### src/rtl/act_arbiter.sv
// Round-robin arbiter in front of one shared Q8.8 activation unit (LReLU, sigmoid-3, tanh-5, pass).
// Define ACT_ARB_SATCNT_EN to build the saturation-event counter; otherwise sat_cnt reads 0.
module act_arbiter #(
    parameter int N_REQ = 4,
    parameter int ID_W  = 2
) (
    input  logic                  clk,
    input  logic                  rst,
    input  logic [N_REQ-1:0]      in_valid,
    output logic [N_REQ-1:0]      in_ready,
    input  logic [N_REQ*16-1:0]   in_x,
    input  logic [N_REQ*2-1:0]    in_func,
    input  logic                  cfg_we,
    input  logic [15:0]           cfg_alpha,
    output logic                  out_valid,
    input  logic                  out_ready,
    output logic [15:0]           out_data,
    output logic [ID_W-1:0]       out_id,
    output logic [15:0]           sat_cnt,
    input  logic                  sat_clr
);

    typedef enum logic [1:0] {
        FN_LRELU = 2'd0,
        FN_SIG3  = 2'd1,
        FN_TANH5 = 2'd2,
        FN_PASS  = 2'd3
    } func_e;

    logic [ID_W-1:0]     ptr;
    logic [ID_W-1:0]     gid;
    logic [ID_W-1:0]     ptr_next;
    logic                found;
    logic                issue;
    logic                accept;
    logic signed [15:0]  alpha_q;
    logic signed [15:0]  sel_x;
    func_e               sel_f;
    logic signed [31:0]  prod;
    logic signed [15:0]  sig_t;
    logic signed [15:0]  tanh_lo;
    logic signed [15:0]  tanh_hi;
    logic signed [15:0]  act_y;
    logic                sat_hit;
    logic                sat_event;

    assign issue  = !rst && (!out_valid || out_ready);
    assign accept = issue && found;

    // Two passes give the rotated search without a modulo: first ids at or
    // above ptr, then wrap around to the ids below it.
    // NOTE: every always_comb output gets a default first so no latch is inferred.
    always_comb begin
        found = 1'b0;
        gid   = '0;
        for (int i = 0; i < N_REQ; i++) begin
            if (!found && issue && in_valid[i] && (ID_W'(i) >= ptr)) begin
                found = 1'b1;
                gid   = ID_W'(i);
            end
        end
        for (int i = 0; i < N_REQ; i++) begin
            if (!found && issue && in_valid[i] && (ID_W'(i) < ptr)) begin
                found = 1'b1;
                gid   = ID_W'(i);
            end
        end
    end

    assign ptr_next = (gid == ID_W'(N_REQ - 1)) ? '0 : gid + ID_W'(1);

    // Handshake depends only on in_valid and state, never on operand data.
    always_comb begin
        in_ready = '0;
        for (int i = 0; i < N_REQ; i++) begin
            in_ready[i] = found && (gid == ID_W'(i));
        end
    end

    always_comb begin
        sel_x = '0;
        sel_f = FN_LRELU;
        for (int i = 0; i < N_REQ; i++) begin
            if (gid == ID_W'(i)) begin
                sel_x = in_x[i*16 +: 16];
                sel_f = func_e'(in_func[i*2 +: 2]);
            end
        end
    end

    assign prod    = 32'(alpha_q) * 32'(sel_x);
    assign sig_t   = (sel_x >>> 1) + 16'sd256;
    assign tanh_lo = ((sel_x <<< 1) + 16'sd64) >>> 2;
    assign tanh_hi = ((sel_x <<< 1) - 16'sd64) >>> 2;

    always_comb begin
        act_y   = sel_x;
        sat_hit = 1'b0;
        case (sel_f)
            FN_LRELU: begin
                if (sel_x > 16'sd0) act_y = sel_x;
                else                act_y = 16'(prod >>> 8);
            end
            FN_SIG3: begin
                if (sel_x > 16'sd512) begin
                    act_y   = 16'sd256;
                    sat_hit = 1'b1;
                end else if (sel_x < -16'sd512) begin
                    act_y   = 16'sd0;
                    sat_hit = 1'b1;
                end else begin
                    act_y = sig_t >>> 1;
                end
            end
            FN_TANH5: begin
                if (sel_x >= 16'sd192) begin
                    act_y   = 16'sd256;
                    sat_hit = 1'b1;
                end else if (sel_x <= -16'sd192) begin
                    act_y   = -16'sd256;
                    sat_hit = 1'b1;
                end else if (sel_x < -16'sd64) begin
                    act_y = tanh_lo;
                end else if (sel_x > 16'sd64) begin
                    act_y = tanh_hi;
                end else begin
                    act_y = sel_x;
                end
            end
            default: act_y = sel_x;
        endcase
    end

    assign sat_event = accept && sat_hit;

    // The datapath reads alpha_q before this edge, so a same-edge cfg_we
    // only affects later requests.
    // NOTE: sequential state uses non-blocking assignments so every flop samples pre-edge values.
    always_ff @(posedge clk) begin
        if (rst) begin
            out_valid <= 1'b0;
            out_data  <= '0;
            out_id    <= '0;
            ptr       <= '0;
            alpha_q   <= 16'sh0019;
        end else begin
            if (accept) begin
                out_valid <= 1'b1;
                out_data  <= act_y;
                out_id    <= gid;
                ptr       <= ptr_next;
            end else if (out_ready) begin
                out_valid <= 1'b0;
            end
            if (cfg_we) alpha_q <= cfg_alpha;
        end
    end

`ifdef ACT_ARB_SATCNT_EN
    always_ff @(posedge clk) begin
        if (rst || sat_clr) begin
            sat_cnt <= '0;
        end else if (sat_event && (sat_cnt != 16'hFFFF)) begin
            sat_cnt <= sat_cnt + 16'd1;
        end
    end
`else
    logic unused_sat;
    assign unused_sat = ^{sat_clr, sat_event};
    assign sat_cnt    = '0;
`endif

endmodule

### config.mk
export PLATFORM = sky130hd
export DESIGN_NAME = act_arbiter
export DESIGN_NICKNAME = d
export VERILOG_FILES = /design/src/rtl/act_arbiter.sv
export SDC_FILE = /design/constraint.sdc
export NUM_CORES = 1
export LEC_CHECK = 0
export BUFFER_PORTS_ARGS = -buffer_cell sky130_fd_sc_hd__buf_2
export CAP_MARGIN = 20
export CORE_MARGIN = 2
export CORE_UTILIZATION = 35
export CTS_BUF_LIST = sky130_fd_sc_hd__clkbuf_16
export CTS_CLUSTER_SIZE = 16
export DETAILED_ROUTE_END_ITERATION = 12
export HOLD_SLACK_MARGIN = 0.08
export SLEW_MARGIN = 40
export SYNTH_ARGS = -nofsm -noshare
export SYNTH_HDL_FRONTEND = slang
export SYNTH_SLANG_ARGS = --single-unit
### constraint.sdc
create_clock -name clk -period 26.5 [get_ports clk]
set_clock_uncertainty 0.15 [all_clocks]
set_input_delay 2.65 -clock clk [delete_from_list [all_inputs] [get_ports clk]]
set_output_delay 2.65 -clock clk [all_outputs]
set_load 0.01 [all_outputs]
==> impl_metrics.json <==
{
  "status": "completed",
  "cts_tree": "done",
  "seq_area_frac_synth_pct": 6.91,
  "fillers": 3102,
  "vias": 8924,
  "max-slew-margin-rel_pct": 41.1,
  "synth-edff-count": 0,
  "grt_pass1_wl_microns": 47500,
  "synthTopCellsByCount": "inv_1 (265), fa_1 (186), nand2_1 (165)",
  "io_pins": 136,
  "clk_latency_ns": 0.29,
  "start_util_pct": 35.3,
  "holdBufCountCts": 0,
  "synth_area_per_cell_sq_um": 8.29,
  "grt.total_usage_pct": 18.9,
  "port_buffers": 118,
  "fp.dieW_microns": 179,
  "synth_top_area_share_pct": 34.7,
  "rsz0062_at_grt": "false",
  "min_path_type": "reg2reg",
  "arrival_ns": 11.99,
  "crit_path_top_delay_cell": "ha_2",
  "grt_pass1_vias": 9097,
  "max_freq_mhz": 83.5,
  "slowest_delay_ns": 0.59,
  "reg2reg_to": "out_data[10]",
  "cts_sinks": 37,
  "drv_cap": 0,
  "synth_warnings": 0,
  "min_from": "out_data[6]",
  "drc": 0,
  "required_ns": 26.51,
  "start_kind": "primary input",
  "post_drt_wl_per_cell_microns": 16.7,
  "drive_gt1_share_pct": 12.1,
  "grt_start_max_net_pins": 38,
  "via_per_inst": 5.06,
  "setup-tns-final_ns": 0,
  "seq_area_sq_um": 742,
  "period_needed_ns": 11.98,
  "n_antenna_cell": 0,
  "rr_worst_depth": 30,
  "critical-path-top-delay-family": "adder cells",
  "cts_setup_buffers": 0,
  "power.share.sequential_pct": 5.6,
  "reg2reg_from": "ptr[0]",
  "die-area_sq_mm": 0.0321,
  "hold_violations": 0,
  "powerDensity_mw_per_mm2": 126,
  "clockPowerShare_pct": 4.2,
  "core_sq_mm": 0.0303,
  "cp.depth": 32,
  "tightest_slew_ns": 0.882,
  "swShare_pct": 55.4,
  "synth-seq-cells": 37,
  "synthArstFlopShare_pct": 0,
  "yosys.area.top_type": "fa_1",
  "dr.pass1.iters": 5,
  "path_clk_slew_ns": 0.07,
  "fin_crit_sh_pct": 45.2,
  "clock_path_buffers": 2,
  "slew_violations": 0,
  "crit_fanout": 27,
  "cts_resized": 0,
  "min_to": "out_data[6]",
  "antenna_found_initial": 0,
  "synthTopCellsByArea": "fa_1 (35%), inv_1 (9.3%), ha_1 (9.2%)",
  "end_kind": "register",
  "ant_nets": 0,
  "synthFlopType": "dfxtp_1",
  "p_int_uw": 660,
  "root_buffer": "clkbuf_16",
  "path_buf_inv": 7,
  "area_growth_pct": 9.41,
  "worst-setup-path-type": "in2reg",
  "routed_wl_microns": 29500,
  "p_switching_uw": 821,
  "synth.most_common_cell": "inv_1",
  "vdd_ir_drop_max_uv": 119,
  "finalSetupViolCount": 0,
  "hold_depth": 2,
  "reg2reg_slack_ns": 17.36,
  "p_comb_share_pct": 90.2,
  "nets": 1729,
  "std_cell_rows": 64,
  "cts_max_level": 2,
  "multi_input_area_sq_mm": 0.00865,
  "cts-buffers-inserted": 5,
  "netlist_instances": 1294,
  "gr-total-overflow": 0,
  "final_util_pct": 38.7,
  "globalplace.congestion": 0.895,
  "syn_area_sq_mm": 0.0107,
  "drt_iter0_markers": 533,
  "cellLeakagePower_uw": 0.00586,
  "hpwl_microns": 23100,
  "chipHeight_microns": 179,
  "synthDistinctLibCells": 76
}
-- final cells by class --
class | instances | area share (%)
well taps | 396 | 4.22
clock inverters | 3 | 0.181
clock buffers | 5 | 1.07
repair buffers | 131 | 5.87
multi-input cells | 922 | 73.7
flip-flops and latches | 37 | 6.32
inverters | 270 | 8.64
-- registers in the layout, indices dropped and copies added, names as in the netlist --
register   flops
out_id         2
out_valid      1
alpha_q       16
out_data      16
ptr            2
-- routing by layer --
| metal | GRT usage, % | up-vias | wire length (microns) |
|---|---|---|---|
| li1 | - | 4171 | - |
| met1 | 26.0 | 4444 | 13100 |
| met2 | 32.5 | 278 | 14200 |
| met3 | 1.95 | 31 | 1660 |
| met4 | 3.32 | 0 | 490 |
| met5 | 0 | - | 0 |
-- logic make-up (layout without fill, tap and decap cells) --
kind of cell	count (synthesis)	count (layout)	synth area share, %
muxes	19	19	1.77
adders and majority gates	265	265	43.9
and+or+nand+nor	408	408	19.3
other	1	16	0.0350
AOI/OAI and AO/OA	174	174	11.6
xor gates and xnor gates	40	40	3.27
buffers and inverters	350	409	13.2
DFF	37	37	6.91
-- metrics by stage --
stage | setup slack (ns) | power, uW | cells | hold WS, ns | area [sq um]
floorplan | 15.88 | 1080 | 1309 | 0.322 | 10800
global placement | 13.83 | 1410 | 1756 | 0.297 | 11600
detailed placement | 14.07 | 1420 | 1756 | 0.307 | 11600
CTS | 14.33 | 1500 | 1764 | 0.316 | 11700
global route | 13.94 | 1680 | 1764 | 0.349 | 11700
finish | 14.52 | 1480 | 1764 | 0.312 | 11700
-- worst max path at each step --
stage          slack [ns]      endpoint  start
6_report            14.52  out_data[10]    rst
2_1_floorplan       15.88  out_data[14]    rst
5_1_grt             13.94  out_data[10]    rst
3_3_place_gp        13.83  out_data[10]    rst
3_5_place_dp        14.07  out_data[10]    rst
4_1_cts             14.33  out_data[10]    rst
-- cell usage in the layout, fill, tap and decap left out, types with 30 or more instances in the layout --
cell type  instances
a21oi_1           35
and2_1            85
and3_1            44
buf_2            118
dfxtp_1           36
fa_1             186
ha_1              78
inv_1            265
nand2_1          165
nor2_1            44
xnor2_1           30
-- worst min-delay path: cells and delay by family (launching register included) --
| family | cells | cell delay [ns] |
|---|---|---|
| flip-flops | 1 | 0.31 |
| AO/OA/AOI/OAI | 1 | 0.05 |
| AND/OR/NAND/NOR | 1 | 0.06 |
-- power groups by stage --
stage               sequential (uW)  combinational, uW  clock, uW
floorplan                      79.3               1000          0
global placement               83.8               1330          0
detailed placement             84.0               1330          0
CTS                            82.7               1350       63.0
global route                   84.0               1530       65.4
finish                         82.9               1340       62.0
Power figures use the tool's default switching activity.
